$ cat src/rtl/rv_hazard_ctrl_if.sv
// Pipeline-control bundle between the RV core stages and rv_hazard_ctrl.
// slave  : seen from the hazard controller
// master : seen from the pipeline stages (or a bench driving them)
interface rv_hazard_ctrl_if #(
   parameter int EXEC_STAGES = 1,
   parameter int BP_STAGES   = 3
) ();
   localparam int BPW = $clog2(BP_STAGES + 1);

   logic                       i_fetch_ack;
   logic [4:0]                 i_decode_rs1;
   logic [4:0]                 i_decode_rs2;
   logic                       i_decode_inv;
   logic [5*EXEC_STAGES-1:0]   i_exec_rd;
   logic [EXEC_STAGES-1:0]     i_exec_load;
   logic [4:0]                 i_exec_rs1;
   logic [4:0]                 i_exec_rs2;
   logic                       i_exec_pc_sel;
   logic                       i_mem_req;
   logic                       i_mem_ack;
   logic [5*BP_STAGES-1:0]     i_bp_rd;
   logic [BP_STAGES-1:0]       i_bp_we;
   logic [BPW-1:0]             o_exec_bp_rs1;
   logic [BPW-1:0]             o_exec_bp_rs2;
   logic                       o_fetch_stall;
   logic                       o_decode_stall;
   logic                       o_decode_flush;
   logic [EXEC_STAGES-1:0]     o_exec_flush;
   logic                       o_inv_instr;
   logic                       o_bus_err;

   modport slave (
      input  i_fetch_ack, i_decode_rs1, i_decode_rs2, i_decode_inv,
             i_exec_rd, i_exec_load, i_exec_rs1, i_exec_rs2, i_exec_pc_sel,
             i_mem_req, i_mem_ack, i_bp_rd, i_bp_we,
      output o_exec_bp_rs1, o_exec_bp_rs2, o_fetch_stall, o_decode_stall,
             o_decode_flush, o_exec_flush, o_inv_instr, o_bus_err
   );

   modport master (
      output i_fetch_ack, i_decode_rs1, i_decode_rs2, i_decode_inv,
             i_exec_rd, i_exec_load, i_exec_rs1, i_exec_rs2, i_exec_pc_sel,
             i_mem_req, i_mem_ack, i_bp_rd, i_bp_we,
      input  o_exec_bp_rs1, o_exec_bp_rs2, o_fetch_stall, o_decode_stall,
             o_decode_flush, o_exec_flush, o_inv_instr, o_bus_err
   );
endinterface

$ cat src/rtl/rv_hazard_ctrl.sv
// RV core pipeline control: bypass select, load-use / multi-stage ALU
// interlock, flush generation, invalid-instruction trap and data-bus
// wait/timeout tracking. Only the reset counter, invalid pipe, traps and the
// bus FSM are registered; everything else is zero-latency combinational.
module rv_hazard_ctrl #(
   parameter int EXEC_STAGES = 1,
   parameter int BP_STAGES   = 3,
   parameter int RESET_FLUSH = 2,
   parameter int BUS_TIMEOUT = 15
) (
   input  logic                i_clk,
   input  logic                i_reset_n,
   rv_hazard_ctrl_if.slave     bus
);
   localparam int BPW = $clog2(BP_STAGES + 1);

   localparam logic [1:0] ST_IDLE = 2'd0;
   localparam logic [1:0] ST_WAIT = 2'd1;
   localparam logic [1:0] ST_ERR  = 2'd2;

   logic [3:0]             rst_cnt;
   logic                   rst;
   logic [EXEC_STAGES-1:0] inv_pipe;
   logic                   inv_instr;
   logic                   bus_err;
   logic [1:0]             state;
   logic [7:0]             wait_cnt;
   logic [BPW-1:0]         bp_rs1;
   logic [BPW-1:0]         bp_rs2;
   logic                   hazard_raw;
   logic                   hazard;
   logic                   global_stall;
   logic                   decode_stall;
   logic                   decode_flush;
   logic [EXEC_STAGES-1:0] exec_flush;

   // Flush window: held during reset and for RESET_FLUSH cycles after release
   always_ff @(posedge i_clk) begin
      if (!i_reset_n)
         rst_cnt <= 4'(RESET_FLUSH);
      else if (rst_cnt != 4'd0)
         rst_cnt <= rst_cnt - 4'd1;
   end

   assign rst = !i_reset_n || (rst_cnt != 4'd0);

   // Bypass select: youngest matching writer wins, x0 always reads regfile
   always_comb begin
      bp_rs1 = '0;
      bp_rs2 = '0;
      for (int k = BP_STAGES - 1; k >= 0; k--) begin
         if (bus.i_exec_rs1 != 5'd0 && bus.i_bp_we[k] && bus.i_bp_rd[5*k +: 5] == bus.i_exec_rs1)
            bp_rs1 = BPW'(k + 1);
         if (bus.i_exec_rs2 != 5'd0 && bus.i_bp_we[k] && bus.i_bp_rd[5*k +: 5] == bus.i_exec_rs2)
            bp_rs2 = BPW'(k + 1);
      end
   end

   // Interlock: loads anywhere in exec, or ALU results not yet at the last stage
   always_comb begin
      hazard_raw = 1'b0;
      for (int j = 0; j < EXEC_STAGES; j++) begin
         if (bus.i_exec_rd[5*j +: 5] != 5'd0 &&
             (bus.i_exec_load[j] || j < EXEC_STAGES - 1) &&
             ((bus.i_decode_rs1 != 5'd0 && bus.i_decode_rs1 == bus.i_exec_rd[5*j +: 5]) ||
              (bus.i_decode_rs2 != 5'd0 && bus.i_decode_rs2 == bus.i_exec_rd[5*j +: 5])))
            hazard_raw = 1'b1;
      end
   end

   // A taken branch kills the decode instruction, so its hazard is moot
   assign hazard       = hazard_raw && !bus.i_exec_pc_sel;
   assign global_stall = inv_instr || bus_err || (state == ST_WAIT);
   assign decode_stall = global_stall || hazard || !bus.i_fetch_ack;
   assign decode_flush = rst || bus.i_exec_pc_sel || inv_instr;

   // Exec stage 0 takes a bubble whenever decode is held
   always_comb begin
      exec_flush    = {EXEC_STAGES{rst || bus.i_exec_pc_sel}};
      exec_flush[0] = exec_flush[0] || decode_stall;
   end

   // Invalid opcode travels alongside the instruction so a branch can cancel it
   always_ff @(posedge i_clk) begin
      if (!i_reset_n) begin
         inv_pipe  <= '0;
         inv_instr <= 1'b0;
      end else begin
         inv_pipe[0] <= bus.i_decode_inv && !bus.i_exec_pc_sel && !decode_stall;
         for (int j = 1; j < EXEC_STAGES; j++)
            inv_pipe[j] <= inv_pipe[j-1] && !bus.i_exec_pc_sel;
         if (inv_pipe[EXEC_STAGES-1] && !decode_flush)
            inv_instr <= 1'b1;
      end
   end

   // Data-bus wait tracking; ack beats timeout, error is terminal until reset
   always_ff @(posedge i_clk) begin
      if (!i_reset_n) begin
         state    <= ST_IDLE;
         wait_cnt <= 8'd0;
         bus_err  <= 1'b0;
      end else begin
         case (state)
            ST_IDLE: begin
               if (bus.i_mem_req) begin
                  state    <= ST_WAIT;
                  wait_cnt <= 8'd0;
               end
            end
            ST_WAIT: begin
               if (bus.i_mem_ack) begin
                  state <= ST_IDLE;
               end else if (wait_cnt == 8'(BUS_TIMEOUT - 1)) begin
                  state   <= ST_ERR;
                  bus_err <= 1'b1;
               end else begin
                  wait_cnt <= wait_cnt + 8'd1;
               end
            end
            default: state <= ST_ERR;
         endcase
      end
   end

   assign bus.o_exec_bp_rs1  = bp_rs1;
   assign bus.o_exec_bp_rs2  = bp_rs2;
   assign bus.o_fetch_stall  = rst || decode_stall;
   assign bus.o_decode_stall = decode_stall;
   assign bus.o_decode_flush = decode_flush;
   assign bus.o_exec_flush   = exec_flush;
   assign bus.o_inv_instr    = inv_instr;
   assign bus.o_bus_err      = bus_err;
endmodule
$ cat src/flat_wrapper.sv
// flat-port wrapper written by rule: the top's interface ports become plain ports
module rv_hazard_ctrl_flat 
#(
   parameter int EXEC_STAGES = 1,
   parameter int BP_STAGES   = 3,
   parameter int RESET_FLUSH = 2,
   parameter int BUS_TIMEOUT = 15
)
  (i_clk, i_reset_n, bus_i_fetch_ack, bus_i_decode_rs1, bus_i_decode_rs2, bus_i_decode_inv, bus_i_exec_rd, bus_i_exec_load, bus_i_exec_rs1, bus_i_exec_rs2, bus_i_exec_pc_sel, bus_i_mem_req, bus_i_mem_ack, bus_i_bp_rd, bus_i_bp_we, bus_o_exec_bp_rs1, bus_o_exec_bp_rs2, bus_o_fetch_stall, bus_o_decode_stall, bus_o_decode_flush, bus_o_exec_flush, bus_o_inv_instr, bus_o_bus_err);
  rv_hazard_ctrl_if #(.EXEC_STAGES(EXEC_STAGES), .BP_STAGES(BP_STAGES)) bus_i ();
  input  logic i_clk;
  input  logic i_reset_n;
  input wire logic [$bits(bus_i.i_fetch_ack)-1:0] bus_i_fetch_ack;
  input wire logic [$bits(bus_i.i_decode_rs1)-1:0] bus_i_decode_rs1;
  input wire logic [$bits(bus_i.i_decode_rs2)-1:0] bus_i_decode_rs2;
  input wire logic [$bits(bus_i.i_decode_inv)-1:0] bus_i_decode_inv;
  input wire logic [$bits(bus_i.i_exec_rd)-1:0] bus_i_exec_rd;
  input wire logic [$bits(bus_i.i_exec_load)-1:0] bus_i_exec_load;
  input wire logic [$bits(bus_i.i_exec_rs1)-1:0] bus_i_exec_rs1;
  input wire logic [$bits(bus_i.i_exec_rs2)-1:0] bus_i_exec_rs2;
  input wire logic [$bits(bus_i.i_exec_pc_sel)-1:0] bus_i_exec_pc_sel;
  input wire logic [$bits(bus_i.i_mem_req)-1:0] bus_i_mem_req;
  input wire logic [$bits(bus_i.i_mem_ack)-1:0] bus_i_mem_ack;
  input wire logic [$bits(bus_i.i_bp_rd)-1:0] bus_i_bp_rd;
  input wire logic [$bits(bus_i.i_bp_we)-1:0] bus_i_bp_we;
  output wire logic [$bits(bus_i.o_exec_bp_rs1)-1:0] bus_o_exec_bp_rs1;
  output wire logic [$bits(bus_i.o_exec_bp_rs2)-1:0] bus_o_exec_bp_rs2;
  output wire logic [$bits(bus_i.o_fetch_stall)-1:0] bus_o_fetch_stall;
  output wire logic [$bits(bus_i.o_decode_stall)-1:0] bus_o_decode_stall;
  output wire logic [$bits(bus_i.o_decode_flush)-1:0] bus_o_decode_flush;
  output wire logic [$bits(bus_i.o_exec_flush)-1:0] bus_o_exec_flush;
  output wire logic [$bits(bus_i.o_inv_instr)-1:0] bus_o_inv_instr;
  output wire logic [$bits(bus_i.o_bus_err)-1:0] bus_o_bus_err;
  assign bus_i.i_fetch_ack = bus_i_fetch_ack;
  assign bus_i.i_decode_rs1 = bus_i_decode_rs1;
  assign bus_i.i_decode_rs2 = bus_i_decode_rs2;
  assign bus_i.i_decode_inv = bus_i_decode_inv;
  assign bus_i.i_exec_rd = bus_i_exec_rd;
  assign bus_i.i_exec_load = bus_i_exec_load;
  assign bus_i.i_exec_rs1 = bus_i_exec_rs1;
  assign bus_i.i_exec_rs2 = bus_i_exec_rs2;
  assign bus_i.i_exec_pc_sel = bus_i_exec_pc_sel;
  assign bus_i.i_mem_req = bus_i_mem_req;
  assign bus_i.i_mem_ack = bus_i_mem_ack;
  assign bus_i.i_bp_rd = bus_i_bp_rd;
  assign bus_i.i_bp_we = bus_i_bp_we;
  assign bus_o_exec_bp_rs1 = bus_i.o_exec_bp_rs1;
  assign bus_o_exec_bp_rs2 = bus_i.o_exec_bp_rs2;
  assign bus_o_fetch_stall = bus_i.o_fetch_stall;
  assign bus_o_decode_stall = bus_i.o_decode_stall;
  assign bus_o_decode_flush = bus_i.o_decode_flush;
  assign bus_o_exec_flush = bus_i.o_exec_flush;
  assign bus_o_inv_instr = bus_i.o_inv_instr;
  assign bus_o_bus_err = bus_i.o_bus_err;
  rv_hazard_ctrl #(.EXEC_STAGES(EXEC_STAGES), .BP_STAGES(BP_STAGES), .RESET_FLUSH(RESET_FLUSH), .BUS_TIMEOUT(BUS_TIMEOUT)) u_core (.i_clk(i_clk), .i_reset_n(i_reset_n), .bus(bus_i));
endmodule
$ cat config.mk
export PLATFORM = sky130hd
export DESIGN_NAME = rv_hazard_ctrl_flat
export DESIGN_NICKNAME = d
export VERILOG_FILES = /design/src/rtl/rv_hazard_ctrl_if.sv /design/src/rtl/rv_hazard_ctrl.sv /design/src/flat_wrapper.sv
export SDC_FILE = /design/constraint.sdc
export NUM_CORES = 1
export LEC_CHECK = 0
export CORE_ASPECT_RATIO = 0.75
export CORE_MARGIN = 5
export CORE_UTILIZATION = 46
export CTS_CLUSTER_SIZE = 40
export DETAILED_ROUTE_END_ITERATION = 10
export PLACE_DENSITY = 0.9
export SLEW_MARGIN = 20
export SYNTH_ARGS = -nofsm -noshare
export SYNTH_HDL_FRONTEND = slang
export SYNTH_SLANG_ARGS = --single-unit
export TNS_END_PERCENT = 30
$ cat constraint.sdc
create_clock -name i_clk -period 4.89 [get_ports i_clk]
set_input_delay 0.7335 -clock i_clk [delete_from_list [all_inputs] [get_ports i_clk]]
set_output_delay 0.7335 -clock i_clk [all_outputs]
set_load 0.02 [all_outputs]
## Word level (Yosys, flattened, before mapping)

Index checks and enable logic that the tools add are counted.

- Flip-flop bits (word level): 17
- Logic and storage cells: 84

- Add/sub/neg operators: 2
- Equality and inequality tests: 14
- Multiplexer cells: 15
- Bitwise operators: 1
- Reduce and logical (&&, ||, !) cells: 46

Operators with widths:

| operator | number |
|---|---|
| 5-bit == test | 8 |
| 5-bit nonzero test | 5 |
| 8-bit two-way mux | 3 |
| 1-bit logical AND | 20 |
| 2-bit two-way mux | 9 |
| 8-bit case mux with 2 select lines | 1 |
| 1-bit logical OR | 10 |
| 8-bit by 1-bit adder with 8-bit output (second input constant) | 1 |
| 8-bit by 4-bit == test with 1-bit output (second input constant) | 1 |
| 2-bit != test (second input constant) | 3 |
| 1-bit logical NOT | 5 |
| 2-bit case mux with 2 select lines | 1 |
| 4-bit AND reduction | 1 |
| 4-bit nonzero test | 1 |
| 4-bit by 1-bit subtractor with 4-bit output (second input constant) | 1 |
| 3-bit != test (second input constant) | 1 |
| 3-bit AND reduction | 1 |
| 2-bit by 1-bit == test with 1-bit output (second input constant) | 1 |
| 2-bit logical NOT | 1 |
| 2-bit AND reduction | 1 |
| 2-bit nonzero test | 1 |
| 1-bit two-way mux | 1 |
| 1-bit inverter | 1 |

## Logic depth before layout (Yosys ltp)

- Depth in word-level cells: 10
- Gate-level depth with buffers: 8
- Depth with buffers taken out: 7

## Worst setup path after synthesis

Ideal clock, no wire load.

- Kind: input -> output
- Start point: in bus_i_exec_rs1[3]
- End point: out bus_o_exec_bp_rs1[1]
- Arrival time: 1818 ps
- Data required time: 4157 ps
- Path slack: 2339 ps
- Stages: 5
- Buffers on the path: 0
- Cells stage by stage: or4_1 nor2_1 or4_1 nor2b_1 nor2_1

- Longest elaborated chain between the ends: 6
- Elaborated cells between the ends (all ways): 13
- Those cells by class: 3 x eq/ne; 3 x mux; 7 x reduce/logical

Ends and longest elaborated chain:

| item | RTL line | source |
|---|---|---|
| start: declaration | flat_wrapper.sv:19 | `input wire logic [$bits(bus_i.i_exec_rs1)-1:0] bus_i_exec_rs1;` |
| 5-bit nonzero test | rv_hazard_ctrl.sv:52 | `if (bus.i_exec_rs1 != 5'd0 && bus.i_bp_we[k] && bus.i_bp_rd[5*k +: 5] == bus.i_exec_rs1)` |
| 1-bit logical AND (2 in a row) | rv_hazard_ctrl.sv:52 |  |
| 2-bit two-way mux (2 in a row) | rv_hazard_ctrl.sv:52 |  |
| 2-bit two-way mux * | rv_hazard_ctrl.sv:52 |  |
| end: declaration | flat_wrapper.sv:26 | `output wire logic [$bits(bus_i.o_exec_bp_rs1)-1:0] bus_o_exec_bp_rs1;` |

Every way passes the cells marked *; elsewhere a longest branch is shown, timed or not.

## Final worst setup path

- Start point: in bus_i_exec_rs2[3]
- End point: out bus_o_exec_bp_rs2[1]

- Longest elaborated chain between the ends: 6
- Elaborated cells between the ends (all ways): 13
- Those cells by class: 3 x eq/ne; 3 x mux; 7 x reduce/logical

Ends and longest elaborated chain:

| item | RTL line | source |
|---|---|---|
| start: declaration | flat_wrapper.sv:20 | `input wire logic [$bits(bus_i.i_exec_rs2)-1:0] bus_i_exec_rs2;` |
| 5-bit nonzero test | rv_hazard_ctrl.sv:54 | `if (bus.i_exec_rs2 != 5'd0 && bus.i_bp_we[k] && bus.i_bp_rd[5*k +: 5] == bus.i_exec_rs2)` |
| 1-bit logical AND (2 in a row) | rv_hazard_ctrl.sv:54 |  |
| 2-bit two-way mux (2 in a row) | rv_hazard_ctrl.sv:54 |  |
| 2-bit two-way mux * | rv_hazard_ctrl.sv:54 |  |
| end: declaration | flat_wrapper.sv:27 | `output wire logic [$bits(bus_i.o_exec_bp_rs2)-1:0] bus_o_exec_bp_rs2;` |

Marks and branches as above.

==> metrics.txt <==
run status finished clean; Max Freq between 0.2 and 0.3 GHz; critical path data required time approximately 4.2 ns; crit-path max FO 4; clk sinks 17; RSZ-0062 raised after global routing no; ys async rst share 0; FF+latch count, synth 17; total grt overflow 0; wire per inst between 10 and 15 um; Cells after DPL 268; hold_buf cts 0; CTS buffer count 3; drt first pass iters 4; WS Path Type in -> out; layout filler cell count 235; P_int 0.312 mW; R2R Path End u_core.wait_cnt[5]$_SDFFE_PN0P_; Synth Flop Type dfxtp_1; Die W 73.8 um; initial antenna violation count 0; H-tree Lvls 1; CTS root buf clkbuf_8; Worst Reg2Reg Path Length in Cells 6; GRT Overall Usage 0.196; Chip Height 57.8 um; Synth Area per Inst 8.16 um2; port bufs 60; pre-CTS setup slack 1.19 ns; PD cells around 220 nW/um2; dpl hpwl roughly 3400 um; Crit. Startpoint bus_i_exec_rs2[3]; core area approximately 3000 um2; sw frac 0.314; crit path setup slack, layout 1.21 ns; vias in the first global route between 1000 and 1500; clk slew on worst S/H paths 0.07 ns; number of routed nets with antenna violations 0; Seq pwr share 0.367; # IOs 61; Clk pwr share 0.233; DR DRC count 0; share of post-route cells with drive strength above 1 0.0342; final WL 3850 um; Worst Hold End u_core.bus.o_bus_err$_SDFFE_PN0P_; period utilization 0.754; Yosys cell types 34; Final nets 290; Area Overhead vs Synth 48.8%; origin of the critical flop-to-flop path u_core.wait_cnt[0]$_SDFFE_PN0P_; actual slew at the worst max-slew pin 0.478 ns; Peak VDD IR 0.000139 V; # setup viols final 0; row count 17; hold wc startpoint u_core.bus.o_bus_err$_SDFFE_PN0P_; worst hold path class reg -> reg; Pwr Total 0.454 mW; CP Capture Type primary output; sw power ~0.14 mW; Via Count about 1400; Synth Net Count around 230; Final Hold Viols 0; Clock Latency Late Sink 0.25 ns; Die ar. 4270 um2; Gate power share 0.401; initial DRC count 130; post-CTS setup buffer count 0; Initial Utilization 0.478; final RePlAce weighted congestion 0.900; diode count 0; CTS tree yes; pin count of the biggest net entering global routing 14; skew final about 0.0030 ns; final non-filler cell total 272; yosys synthesis warning count 0; Hold Path Depth 1; commonest cells after routing, fill and taps aside clkdlybuf4s50_1, xnor2_1, dfxtp_1; max-slew violations 0; max cap viols 0; FF-to-FF setup slack about 3.0 ns; cts repair resizes 0; Slew HR 0.678; cell count after synthesis 172; most common cell after layout, fill and taps aside clkdlybuf4s50_1; sequential-to-total area share from yosys stat 0.242; first-pass GRT wire length 6560 um; minimum clock period 3.68 ns; Clock Tree Buf Depth 2; Final TNS setup 0 ns; worst endpoint data arrival time a little under 3 ns; number of synthesized flops with an enable pin 0; vias per inst about 5.3; synthesized area 1400 um2; cell leakage power 0.762 nW; Worst Setup Start Kind primary input
-- stage by stage --
stage | utilization | instance area (um2) | hold slack, ns
2_1_floorplan | - | 1400 | 0.455
3_3_place_gp | 0.697 | 2040 | 0.467
3_5_place_dp | 0.697 | 2040 | 0.489
4_1_cts | 0.712 | 2090 | 0.505
5_1_grt | 0.712 | 2090 | 0.529
6_report | 0.712 | 2090 | 0.498
-- layer usage --
layer / track usage / vias to the layer above / routed length, um
li1: - / 739 / -
met1: 0.271 / 638 / 1820
met2: 0.292 / 49 / 1640
met3: 0.0537 / 6 / 325
met4: 0.0698 / 0 / 68
met5: 0 / - / 0
-- worst max path at each step --
stage                                       to  slack (ns)  cells after the start
after floorplan           bus_o_exec_bp_rs1[1]        2.34                      5
after global placement    bus_o_exec_bp_rs1[1]        1.22                      7
after CTS                 bus_o_exec_bp_rs1[1]        1.22                      7
after detailed placement  bus_o_exec_bp_rs1[1]        1.19                      7
after global routing      bus_o_exec_bp_rs1[1]        1.09                      7
final                     bus_o_exec_bp_rs2[1]        1.21                      7
-- cell families after synthesis --
logic type	Yosys count	share of synthesized area
AOI/OAI and AO/OA	24	0.115
xor gates and xnor gates	44	0.275
adders and majority gates	4	0.0357
buffers and inverters	8	0.0214
DFF	17	0.242
muxes	1	0.00713
and+or+nand+nor	74	0.304
-- area by class of cell --
| class | count | area [um2] | share of cell area |
|---|---|---|---|
| Multi-Input combinational cell | 147 | 1030 | 0.495 |
| Clock buffer | 4 | 45.0 | 0.0216 |
| Inverter | 6 | 22.5 | 0.0108 |
| Sequential cell | 17 | 340 | 0.163 |
| Tap cell | 38 | 47.5 | 0.0228 |
| Timing Repair Buffer | 60 | 601 | 0.287 |
-- power groups by stage --
stage	Clock, mW	Combinational, mW	Sequential [mW]
after detailed placement	0	0.182	0.170
final	0.106	0.182	0.167
after floorplan	0	0.105	0.166
after global placement	0	0.177	0.169
after CTS	0.109	0.183	0.166
after global routing	0.115	0.204	0.169
-- synthesized netlist by cell type, drive strengths merged (5+ instances only) --
cell   number  area (um2)
dfxtp      17         340
o21ai       5        25.0
nor4        5        37.5
nor2b       7        43.8
nand2       8        30.0
nand4      11        68.8
a21oi       6        30.0
xor2       14         123
and2        7        48.8
nor2       14        52.6
or4         6        45.0
inv         6        22.5
xnor2      30         263
-- worst max-delay path, cell delays in order --
cell,delay (ns)
clkdlybuf4s50_1,0.59
or4_1,0.16
nor2_1,0.05
or4_1,0.55
nor2b_1,0.15
nor2_1,0.10
clkdlybuf4s50_1,0.62
-- flip-flops by register name, indices dropped and copies added (netlist names) --
signal	cells
u_core.bus.o_bus_err	1
u_core.bus.o_inv_instr	1
u_core.inv_pipe	1
u_core.rst_cnt	4
u_core.state	2
u_core.wait_cnt	8
Power figures use the tool's default switching activity.
